**src/rtl/id_token_gen_pkg.sv**
```systemverilog
// Shared constants, FSM state type and character-class helpers for the identifier
// token generator and recognizer benches.
package id_pkg;

  localparam logic [7:0] CH_A_LO = 8'h61;
  localparam logic [7:0] CH_A_UP = 8'h41;
  localparam logic [7:0] CH_0    = 8'h30;
  localparam logic [7:0] CH_SP   = 8'h20;

  typedef enum logic [1:0] {IDLE, LET, DIG, SEP} state_t;

  function automatic logic is_letter(input logic [7:0] c);
    return ((c >= CH_A_UP) && (c <= 8'h5a)) || ((c >= CH_A_LO) && (c <= 8'h7a));
  endfunction

  function automatic logic is_digit(input logic [7:0] c);
    return (c >= CH_0) && (c <= 8'h39);
  endfunction

endpackage

```
**src/rtl/id_token_gen_if.sv**
```systemverilog
// Character bus between the token generator (master) and an identifier recognizer (slave).
interface id_token_gen_if;
  logic [7:0] char;
  logic       char_valid;
  logic       char_ready;
  logic       expect_id;

  modport master (output char, output char_valid, output expect_id, input char_ready);
  modport slave  (input char, input char_valid, input expect_id, output char_ready);
endinterface

```
**src/rtl/id_token_gen_mod_counter.sv**
```systemverilog
// Loadable wrap-around counter modulo MOD; load values up to 2*MOD-1 are reduced on load.
module id_mod_counter #(
  parameter int unsigned MOD = 10,
  parameter int unsigned W   = 4
) (
  input  logic         clk,
  input  logic         reset,
  input  logic         load,
  input  logic [W-1:0] load_val,
  input  logic         inc,
  output logic [W-1:0] value,
  output logic [W-1:0] next_value,
  output logic [W-1:0] load_red
);

  localparam logic [W-1:0] MOD_W = W'(MOD);
  localparam logic [W-1:0] MAX_W = W'(MOD - 1);

  assign load_red   = (load_val >= MOD_W) ? load_val - MOD_W : load_val;
  assign next_value = (value == MAX_W) ? '0 : value + W'(1);

  always_ff @(posedge clk) begin
    if (reset) begin
      value <= '0;
    end else if (load) begin
      value <= load_red;
    end else if (inc) begin
      value <= next_value;
    end
  end

endmodule

```
**src/rtl/id_token_gen.sv**
```systemverilog
// Emits one identifier token (letters then digits) on the char bus with the expected
// recognizer output; define ID_GEN_SEP_EN to append a separator char after each token.
module id_token_gen
  import id_pkg::*;
#(
  parameter int unsigned CNT_W = 4
`ifdef ID_GEN_SEP_EN
  , parameter logic [7:0] SEP_CHAR = CH_SP
`endif
) (
  input  logic             clk,
  input  logic             reset,
  input  logic             start,
  input  logic [CNT_W-1:0] letter_cnt,
  input  logic [CNT_W-1:0] digit_cnt,
  input  logic [4:0]       first_letter,
  input  logic [3:0]       first_digit,
  input  logic             upper,
  id_token_gen_if.master   bus,
  output logic             busy,
  output logic             done
);

  state_t           state;
  logic [CNT_W-1:0] lrem;
  logic [CNT_W-1:0] drem;
  logic             upper_r;
  logic             hs;
  logic             cap;
  logic [4:0]       lidx, lnxt, lred;
  logic [3:0]       didx, dnxt, dred;

  assign hs  = bus.char_valid && bus.char_ready;
  assign cap = (state == IDLE) && start;

  id_mod_counter #(.MOD(26), .W(5)) u_letter (
    .clk(clk), .reset(reset), .load(cap), .load_val(first_letter),
    .inc((state == LET) && hs), .value(lidx), .next_value(lnxt), .load_red(lred)
  );

  id_mod_counter #(.MOD(10), .W(4)) u_digit (
    .clk(clk), .reset(reset), .load(cap), .load_val(first_digit),
    .inc((state == DIG) && hs), .value(didx), .next_value(dnxt), .load_red(dred)
  );

  function automatic logic [7:0] letter_ch(input logic up, input logic [4:0] i);
    return (up ? CH_A_UP : CH_A_LO) + {3'b000, i};
  endfunction

  function automatic logic [7:0] digit_ch(input logic [3:0] d);
    return CH_0 + {4'b0000, d};
  endfunction

  // The next char is registered at the same edge that consumes the current one, so the
  // counters' look-ahead values feed the char register to avoid bubbles.
  always_ff @(posedge clk) begin
    if (reset) begin
      state          <= IDLE;
      lrem           <= '0;
      drem           <= '0;
      upper_r        <= 1'b0;
      bus.char       <= '0;
      bus.char_valid <= 1'b0;
      bus.expect_id  <= 1'b0;
      busy           <= 1'b0;
      done           <= 1'b0;
    end else begin
      done <= 1'b0;
      case (state)
        IDLE: if (start) begin
          lrem          <= letter_cnt;
          drem          <= digit_cnt;
          upper_r       <= upper;
          bus.expect_id <= 1'b0;
          if (letter_cnt != '0) begin
            state          <= LET;
            bus.char       <= letter_ch(upper, lred);
            bus.char_valid <= 1'b1;
            busy           <= 1'b1;
          end else if (digit_cnt != '0) begin
            state          <= DIG;
            bus.char       <= digit_ch(dred);
            bus.char_valid <= 1'b1;
            busy           <= 1'b1;
          end else begin
`ifdef ID_GEN_SEP_EN
            state          <= SEP;
            bus.char       <= SEP_CHAR;
            bus.char_valid <= 1'b1;
            busy           <= 1'b1;
`else
            done           <= 1'b1;
`endif
          end
        end
        LET: if (hs) begin
          if (lrem != CNT_W'(1)) begin
            lrem     <= lrem - CNT_W'(1);
            bus.char <= letter_ch(upper_r, lnxt);
          end else begin
            lrem <= '0;
            if (drem != '0) begin
              // Digits after at least one letter complete a valid identifier.
              state         <= DIG;
              bus.char      <= digit_ch(didx);
              bus.expect_id <= 1'b1;
            end else begin
`ifdef ID_GEN_SEP_EN
              state          <= SEP;
              bus.char       <= SEP_CHAR;
              bus.expect_id  <= 1'b0;
`else
              state          <= IDLE;
              bus.char       <= '0;
              bus.char_valid <= 1'b0;
              bus.expect_id  <= 1'b0;
              busy           <= 1'b0;
              done           <= 1'b1;
`endif
            end
          end
        end
        DIG: if (hs) begin
          if (drem != CNT_W'(1)) begin
            drem     <= drem - CNT_W'(1);
            bus.char <= digit_ch(dnxt);
          end else begin
            drem <= '0;
`ifdef ID_GEN_SEP_EN
            state          <= SEP;
            bus.char       <= SEP_CHAR;
            bus.expect_id  <= 1'b0;
`else
            state          <= IDLE;
            bus.char       <= '0;
            bus.char_valid <= 1'b0;
            bus.expect_id  <= 1'b0;
            busy           <= 1'b0;
            done           <= 1'b1;
`endif
          end
        end
`ifdef ID_GEN_SEP_EN
        SEP: if (hs) begin
          state          <= IDLE;
          bus.char       <= '0;
          bus.char_valid <= 1'b0;
          bus.expect_id  <= 1'b0;
          busy           <= 1'b0;
          done           <= 1'b1;
        end
`endif
        default: state <= IDLE;
      endcase
    end
  end

endmodule
```
**src/flat_wrapper.sv**
```systemverilog
// flat-port wrapper written by rule: the top's interface ports become plain ports
module id_token_gen_flat import id_pkg::*;
#(
  parameter int unsigned CNT_W = 4

)
  (clk, reset, start, letter_cnt, digit_cnt, first_letter, first_digit, upper, busy, done, bus_char, bus_char_valid, bus_expect_id, bus_char_ready);
  id_token_gen_if bus_i ();
  input  logic clk;
  input  logic reset;
  input  logic start;
  input  logic [CNT_W-1:0] letter_cnt;
  input  logic [CNT_W-1:0] digit_cnt;
  input  logic [4:0] first_letter;
  input  logic [3:0] first_digit;
  input  logic upper;
  output logic busy;
  output logic done;
  output wire logic [$bits(bus_i.char)-1:0] bus_char;
  output wire logic [$bits(bus_i.char_valid)-1:0] bus_char_valid;
  output wire logic [$bits(bus_i.expect_id)-1:0] bus_expect_id;
  input wire logic [$bits(bus_i.char_ready)-1:0] bus_char_ready;
  assign bus_char = bus_i.char;
  assign bus_char_valid = bus_i.char_valid;
  assign bus_expect_id = bus_i.expect_id;
  assign bus_i.char_ready = bus_char_ready;
  id_token_gen #(.CNT_W(CNT_W)) u_core (.clk(clk), .reset(reset), .start(start), .letter_cnt(letter_cnt), .digit_cnt(digit_cnt), .first_letter(first_letter), .first_digit(first_digit), .upper(upper), .bus(bus_i), .busy(busy), .done(done));
endmodule
```
**config.mk**
```make
export PLATFORM = sky130hd
export DESIGN_NAME = id_token_gen_flat
export DESIGN_NICKNAME = d
export VERILOG_FILES = /design/src/rtl/id_token_gen_pkg.sv /design/src/rtl/id_token_gen_if.sv /design/src/rtl/id_token_gen_mod_counter.sv /design/src/rtl/id_token_gen.sv /design/src/flat_wrapper.sv
export SDC_FILE = /design/constraint.sdc
export NUM_CORES = 1
export LEC_CHECK = 0
export ABC_AREA = 0
export CORE_UTILIZATION = 47
export DETAILED_ROUTE_END_ITERATION = 7
export GPL_TIMING_DRIVEN = 0
export PLACE_DENSITY = 0.72
export SYNTH_ARGS = -nofsm -noshare
export SYNTH_HDL_FRONTEND = slang
export SYNTH_SLANG_ARGS = --single-unit
```
**constraint.sdc**
```tcl
create_clock -name clk -period 2.4 [get_ports clk]
set_input_delay 0.6 -clock clk [delete_from_list [all_inputs] [get_ports clk]]
set_output_delay 0.6 -clock clk [all_outputs]
set_load 0.05 [all_outputs]
```
[After elaboration in Yosys (flattened, before gate mapping)]
Index checks and enable logic that the tools add are counted.
Word-level totals
  register bits: 31
  bits of input ports: 22
  word-level logic and storage cells: 115
Operators by class
  add/subtract/negate cells: 11
  $lt $le $gt $ge: 2
  equality and inequality tests: 13
  mux-type cells: 59
  reductions and logical operators: 20
Operators with widths (number)
  $mux 8: 8
  $mux 4: 10
  $pmux 8 s3: 1
  $add 6x4->7 const A: 3
  $mux 1: 20
  $mux 5: 4
  $add 8x5->8: 2
  $mux 2: 8
  $pmux 4 s2: 2
  $mux 6: 2
  $reduce_and 6->1: 2
  $reduce_bool 4->1: 3
  $pmux 1 s3: 3
  $ne 2x2->1 const B: 4
  $ne 4x1->1 const B: 2
  $reduce_and 8->1: 1
  $reduce_bool 2->1: 4
  $sub 4x1->4 const B: 2
  $pmux 2 s3: 1
  $reduce_and 3->1: 2
  $add 5x1->5 const B: 1
  $eq 5x5->1 const B: 1
  $ge 5x5->1 const B: 1
  $reduce_and 5->1: 1
  other kinds (13): 17

[Depth between registers and ports, before layout]
  depth after elaboration: 7
  mapped depth: 11

[Cells and area by module]
A second synthesis with hierarchy kept.
Unflattened totals
  cell total of the unflattened synthesis: 323
  area, all modules: 2477.4 um^2
By module, submodules not included
  id_token_gen: times used 1, cells each 211, area an instance 1660.3 um^2, sequential area each 440.4 um^2
  id_mod_counter (u_core.u_letter): times used 1, cells each 66, area an instance 488.0 um^2, sequential area each 100.1 um^2
  id_mod_counter (u_core.u_digit): times used 1, cells each 46, area an instance 329.1 um^2, sequential area each 80.1 um^2

[Worst setup path after synthesis]
No wires, ideal clock.
  path type: input-to-reg
  start: input port first_letter[1]
  end: register u_core.bus.char[6]
  setup time: 0.145 ns
  arrival time: 2.033 ns
  data required time: 2.255 ns
  slack: 0.222 ns
  stages: 10
  path buffers: 0
  path through: inv_1 -> ha_1 -> o21a_1 -> o21ai_0 -> o31ai_1 -> ha_1 -> nand3_1 -> a2111oi_0 -> o22a_1 -> a211oi_1
On the way
  cells in the longest elaborated chain, start to end: 6
  elaborated cells between the ends (all ways): 7
RTL lines
  start, declared: RTL line flat_wrapper.sv:14  | input logic [4:0] first_letter;
  $sub 5x5->5 / $ge 5x5->1 (equally long branches): RTL line id_token_gen_mod_counter.sv:19  | assign load_red = (load_val >= MOD_W) ? load_val - MOD_W : load_val;
  $mux 5 *: RTL line id_token_gen_mod_counter.sv:19
  $add 8x5->8 *: RTL line id_token_gen.sv:47  | return (up ? CH_A_UP : CH_A_LO) + {3'b000, i};
  $mux 8 *: RTL line id_token_gen.sv:75  | if (letter_cnt != '0) begin
  $mux 8 *: RTL line id_token_gen.sv:70  | IDLE: if (start) begin
  $pmux 8 s3 *: RTL line id_token_gen.sv:69  | case (state)
  end signal, assigned: RTL line id_token_gen.sv:77  | bus.char <= letter_ch(upper, lred);
  end signal, assigned: RTL line id_token_gen.sv:82  | bus.char <= digit_ch(dred);
  end signal, assigned: RTL line id_token_gen.sv:99  | bus.char <= letter_ch(upper_r, lnxt);
  end, declared: RTL line id_token_gen_if.sv:8  | modport master (output char, output char_valid, output expect_id, input char_ready);
Every way passes the cells marked *; elsewhere a longest branch is shown, timed or not. The select of a mux whose other input is x is not followed.
A chain may end at the register's enable or synchronous reset.

[Final worst setup path]
  start: input port letter_cnt[1]
  end: register u_core.bus.char[2]
On the way
  cells in the longest elaborated chain, start to end: 4
  elaborated cells between the ends (all ways): 6
RTL lines
  start, declared: RTL line flat_wrapper.sv:12  | input logic [CNT_W-1:0] letter_cnt;
  $reduce_bool 4->1 *: RTL line id_token_gen.sv:75
  $mux 8: RTL line id_token_gen.sv:75
  $mux 8: RTL line id_token_gen.sv:70
  $pmux 8 s3: RTL line id_token_gen.sv:69
Marks and branches as above.

==> impl_metrics.json <==
{
  "outcome": "completed",
  "cts-root-buf": "sky130_fd_sc_hd__clkbuf_8",
  "post_synth_xor_area_fraction_pct": 2.337,
  "routabilityCongestion": 0.8710,
  "critPathBufInv": 1,
  "avgRoutedWirePerCell_um": 15.88,
  "simple_logic_cell_fraction_of_the_synthesized_area_pct": 29.14,
  "synth_edf_count": 0,
  "p_per_area_nw_per_um2": 1108,
  "synth_net_count": 382,
  "vdd_ir_drop_max_uv": 748.6,
  "dr.pass1.iters": 5,
  "worst_clock_skew_ns": 0.002699,
  "final_net_count": 421,
  "numCtsBuffers": 5,
  "port_buffers": 32,
  "synth-compound-area-share_pct": 28.04,
  "timing.critical_path.fanout_max": 10,
  "worst_path_max_delay_cell": "sky130_fd_sc_hd__nor4_4",
  "worst_hold_path_type": "reg -> reg",
  "synth-warning-count": 0,
  "share_of_synthesized_area_spent_on_multiplexers_pct": 2.384,
  "critPathTopFamily": "simple AND/OR/NAND/NOR gates",
  "cts_sinks": 31,
  "grt_pass1_wl_um": 11950,
  "setup.reg_to_reg.worst_slack_ns": 0.16,
  "area_growth_pct": 21.65,
  "core_um2": 5238,
  "place_area_um2": 3032,
  "synth.avg_cell_area_um2": 7.627,
  "timing.critical_path.required_ns": 2.58,
  "cp_cell_instances": "clkdlybuf4s50_1, nor4_4, and3_4, or3_4, a2111oi_2, a221o_1",
  "r2r-end": "u_core.bus.char[4]$_SDFFE_PP0P_",
  "grt_antenna_before_repair": 0,
  "synth_fa_ha_area_share_pct": 7.630,
  "cts_buffer_depth": 2,
  "drcViolationCount": 0,
  "hold_path_start": "u_core.bus.char[0]$_SDFFE_PP0P_",
  "cp-start-kind": "primary input",
  "yosysUniqueCellTypes": 72,
  "netlist_instances": 344,
  "via_count_of_the_first_global_routing_pass": 2541,
  "netlist_area_um2": 2624,
  "p_leak_nw": 1.191,
  "max_freq_mhz": 434.2,
  "cts_tree": "built",
  "design.die.area_um2": 5885,
  "initial_core_utilization_pct": 50.10,
  "final_layout_size_suffix_gt1_share_pct": 11.72,
  "finalHoldViolCount": 0,
  "cts_max_level": 2,
  "post-dp-hpwl_um": 5338,
  "crit_path_max_incr_delay_ns": 0.60,
  "hold_slack_ns": 0.4641,
  "number_of_max_cap_violations": 0,
  "most_used_flip_flop_cell_after_synthesis": "sky130_fd_sc_hd__dfxtp_1",
  "rows": 26,
  "final-max-slew-violation-count": 0,
  "ys_seq_area_share_pct": 23.65,
  "post-route-period-util_pct": 95.96,
  "groute.usage.overall_pct": 25.46,
  "drt_iter0_drc": 212,
  "drt_wl_total_um": 7208,
  "crit_path_time_final_ns": 2.303,
  "critical_path.reg2reg.startpoint": "u_core.u_letter.value[0]$_SDFFE_PP0P_",
  "r2r_cells": 9,
  "ant_nets": 0,
  "grt_overflow": 0,
  "clkTransAtPathRegs_ns": 0.07,
  "synth-seq-cells": 31,
  "timing_worst_slew_pin_value_ns": 0.6524,
  "finalCoreUtilization_pct": 60.94,
  "clkLatencyLatePin_ns": 0.29,
  "worstHoldPathCells": 2,
  "cp_data_arrival_time_ns": 2.48,
  "timing.setup.critical_path_class": "in -> reg",
  "n_fill_cell": 488,
  "rel_slew_slack_pct": 56.51,
  "report.final.setup_viol": 0,
  "die_w_um": 76.72,
  "detail_route.vias_per_cell": 6.042,
  "ios": 34,
  "diode_count": 0,
  "fraction_of_synthesis_flops_using_an_asynchronous_set_or_reset_pin_pct": 0,
  "design_area_um2": 3192,
  "cp-end-kind": "flip-flop",
  "floorplan.die.height_um": 76.72,
  "maximum_number_of_pins_on_one_net_before_global_route_repair": 11,
  "detailroute.via_count": 2743,
  "synth_top_family_by_area": "simple AND/OR/NAND/NOR gates",
  "timing.hold.worst_endpoint": "u_core.bus.char[0]$_SDFFE_PP0P_"
}
## per-stage QoR
| stage | power (mW) | cells | worst slack, ns | setup TNS [ns] |
|---|---|---|---|---|
| finish | 3.536 | 454 | 0.09708 | 0 |
| global route | 3.793 | 454 | -0.002388 | -0.002388 |
| CTS | 3.498 | 454 | 0.01119 | 0 |
| detailed placement | 3.074 | 446 | -0.9215 | -3.242 |
| global placement | 3.049 | 446 | -0.8297 | -3.017 |
| floorplan | 2.493 | 344 | 0.2219 | 0 |
## cell type report
cell class	instances	area, um2	area share [%]
inverters	22	82.58	2.587
clock buffers	7	76.32	2.391
clock inverters	1	5.005	0.1568
flip-flops and latches	31	623.1	19.52
well taps	70	87.58	2.744
plain buffers	20	92.59	2.901
repair buffers	33	324.1	10.15
multi-input cells	270	1901	59.55
## worst min-delay path, cell delays in order, from the launching register on
cell and delay [ns]:
sky130_fd_sc_hd__dfxtp_1 0.31, sky130_fd_sc_hd__nand2_1 0.05, sky130_fd_sc_hd__a21oi_1 0.05
## cells in the final DEF (no fill, tap or decap), types with 3 or more instances in the layout
cell / count
sky130_fd_sc_hd__nor2_1: 37
sky130_fd_sc_hd__dfxtp_1: 29
sky130_fd_sc_hd__clkdlybuf4s50_1: 26
sky130_fd_sc_hd__a21oi_1: 24
sky130_fd_sc_hd__nand2_1: 23
sky130_fd_sc_hd__inv_1: 21
sky130_fd_sc_hd__nand3_1: 16
sky130_fd_sc_hd__o21ai_0: 15
sky130_fd_sc_hd__clkbuf_1: 14
sky130_fd_sc_hd__ha_1: 13
sky130_fd_sc_hd__a211oi_1: 12
sky130_fd_sc_hd__nor3_1: 9
sky130_fd_sc_hd__nand2b_1: 8
sky130_fd_sc_hd__nor2b_1: 6
sky130_fd_sc_hd__buf_2: 5
sky130_fd_sc_hd__o211ai_1: 5
sky130_fd_sc_hd__nor4_1: 5
sky130_fd_sc_hd__clkbuf_8: 5
sky130_fd_sc_hd__xnor2_1: 4
sky130_fd_sc_hd__nand4_1: 4
sky130_fd_sc_hd__nor3b_1: 4
sky130_fd_sc_hd__mux2i_1: 4
sky130_fd_sc_hd__o21a_1: 3
sky130_fd_sc_hd__a22oi_1: 3
sky130_fd_sc_hd__a31oi_1: 3
sky130_fd_sc_hd__xor2_1: 3
sky130_fd_sc_hd__and3b_1: 3
sky130_fd_sc_hd__dlygate4sd2_1: 3
## how the worst max path moves through the flow
| stage | from | end | slack, ns | cells past startpoint |
|---|---|---|---|---|
| final | letter_cnt[1] | u_core.bus.char[2]$_SDFFE_PP0P_ | 0.1 | 6 |
| after global routing | u_core.u_letter.value[1]$_SDFFE_PP0P_ | u_core.bus.char[4]$_SDFFE_PP0P_ | -0.002 | 10 |
| after CTS | u_core.u_letter.value[1]$_SDFFE_PP0P_ | u_core.bus.char[4]$_SDFFE_PP0P_ | 0.01 | 11 |
| after detailed placement | first_letter[1] | u_core.bus.char[6]$_SDFFE_PP0P_ | -0.92 | 9 |
| after global placement | first_letter[1] | u_core.bus.char[6]$_SDFFE_PP0P_ | -0.83 | 9 |
| after floorplan | first_letter[1] | u_core.bus.char[6]$_SDFFE_PP0P_ | 0.22 | 10 |
## power by group
group	internal [mW]	switching [mW]
logic	0.873	1.38
clock network	0.203	0.204
registers	0.696	0.178
## logic make-up (layout without fill, tap and decap cells)
group           after synthesis  count (layout)
xor+xnor                      7               7
buf+inv                      43              83
simple gates                138             138
mux                           6               6
flops                        31              31
compound gates              103             103
fa+ha+maj                    16              16
## layer usage
metal	wire [um]	share of wire (%)	global-route usage, %
met4	153	2.1	9.808
met3	321	4.5	3.810
met5	0	0	0
met1	3367	47	33.60
met2	3365	47	41.52
## state kept, by name (all words and copies together) (netlist names)
name,count
u_core.bus.char,8
u_core.u_letter.value,5
u_core.drem,4
u_core.lrem,4
u_core.u_digit.value,4
u_core.state,2
u_core.bus.char_valid,1
u_core.bus.expect_id,1
u_core.done,1
u_core.upper_r,1
## synth_stat cells, types with 3 or more instances
library cell	n	area share, %
sky130_fd_sc_hd__mux2i_1	4	1.5
sky130_fd_sc_hd__dfxtp_1	31	24
sky130_fd_sc_hd__o211ai_1	5	1.4
sky130_fd_sc_hd__nor4_1	5	1.2
sky130_fd_sc_hd__xnor2_1	4	1.3
sky130_fd_sc_hd__a21oi_1	24	4.6
sky130_fd_sc_hd__ha_1	16	7.6
sky130_fd_sc_hd__nor3_1	9	1.7
sky130_fd_sc_hd__inv_1	22	3.1
sky130_fd_sc_hd__a31oi_1	3	0.72
sky130_fd_sc_hd__nor3b_1	4	1.1
sky130_fd_sc_hd__nand3_1	17	3.2
sky130_fd_sc_hd__nand2_1	24	3.4
sky130_fd_sc_hd__and3b_1	3	1.0
sky130_fd_sc_hd__clkbuf_1	13	1.9
sky130_fd_sc_hd__o31ai_1	3	0.86
sky130_fd_sc_hd__a211oi_1	13	3.7
sky130_fd_sc_hd__o21ai_0	17	3.2
sky130_fd_sc_hd__o21a_1	3	0.86
sky130_fd_sc_hd__nand2b_1	8	1.9
sky130_fd_sc_hd__nor2_1	38	5.4
sky130_fd_sc_hd__nand4_1	4	0.95
sky130_fd_sc_hd__xor2_1	3	1.0
sky130_fd_sc_hd__a22oi_1	3	0.86
sky130_fd_sc_hd__nor2b_1	6	1.4
sky130_fd_sc_hd__buf_2	5	0.95
## timing repair
| item | CTS | global route |
|---|---|---|
| gates resized for setup | 16 | 13 |
| setup buffers | 0 | 1 |
| endpoints found under the setup margin | 4 | 6 |
| pin swaps | 1 | 3 |
| hold buffers | 0 | 0 |
No activity file was read; power rests on OpenSTA's default activity.
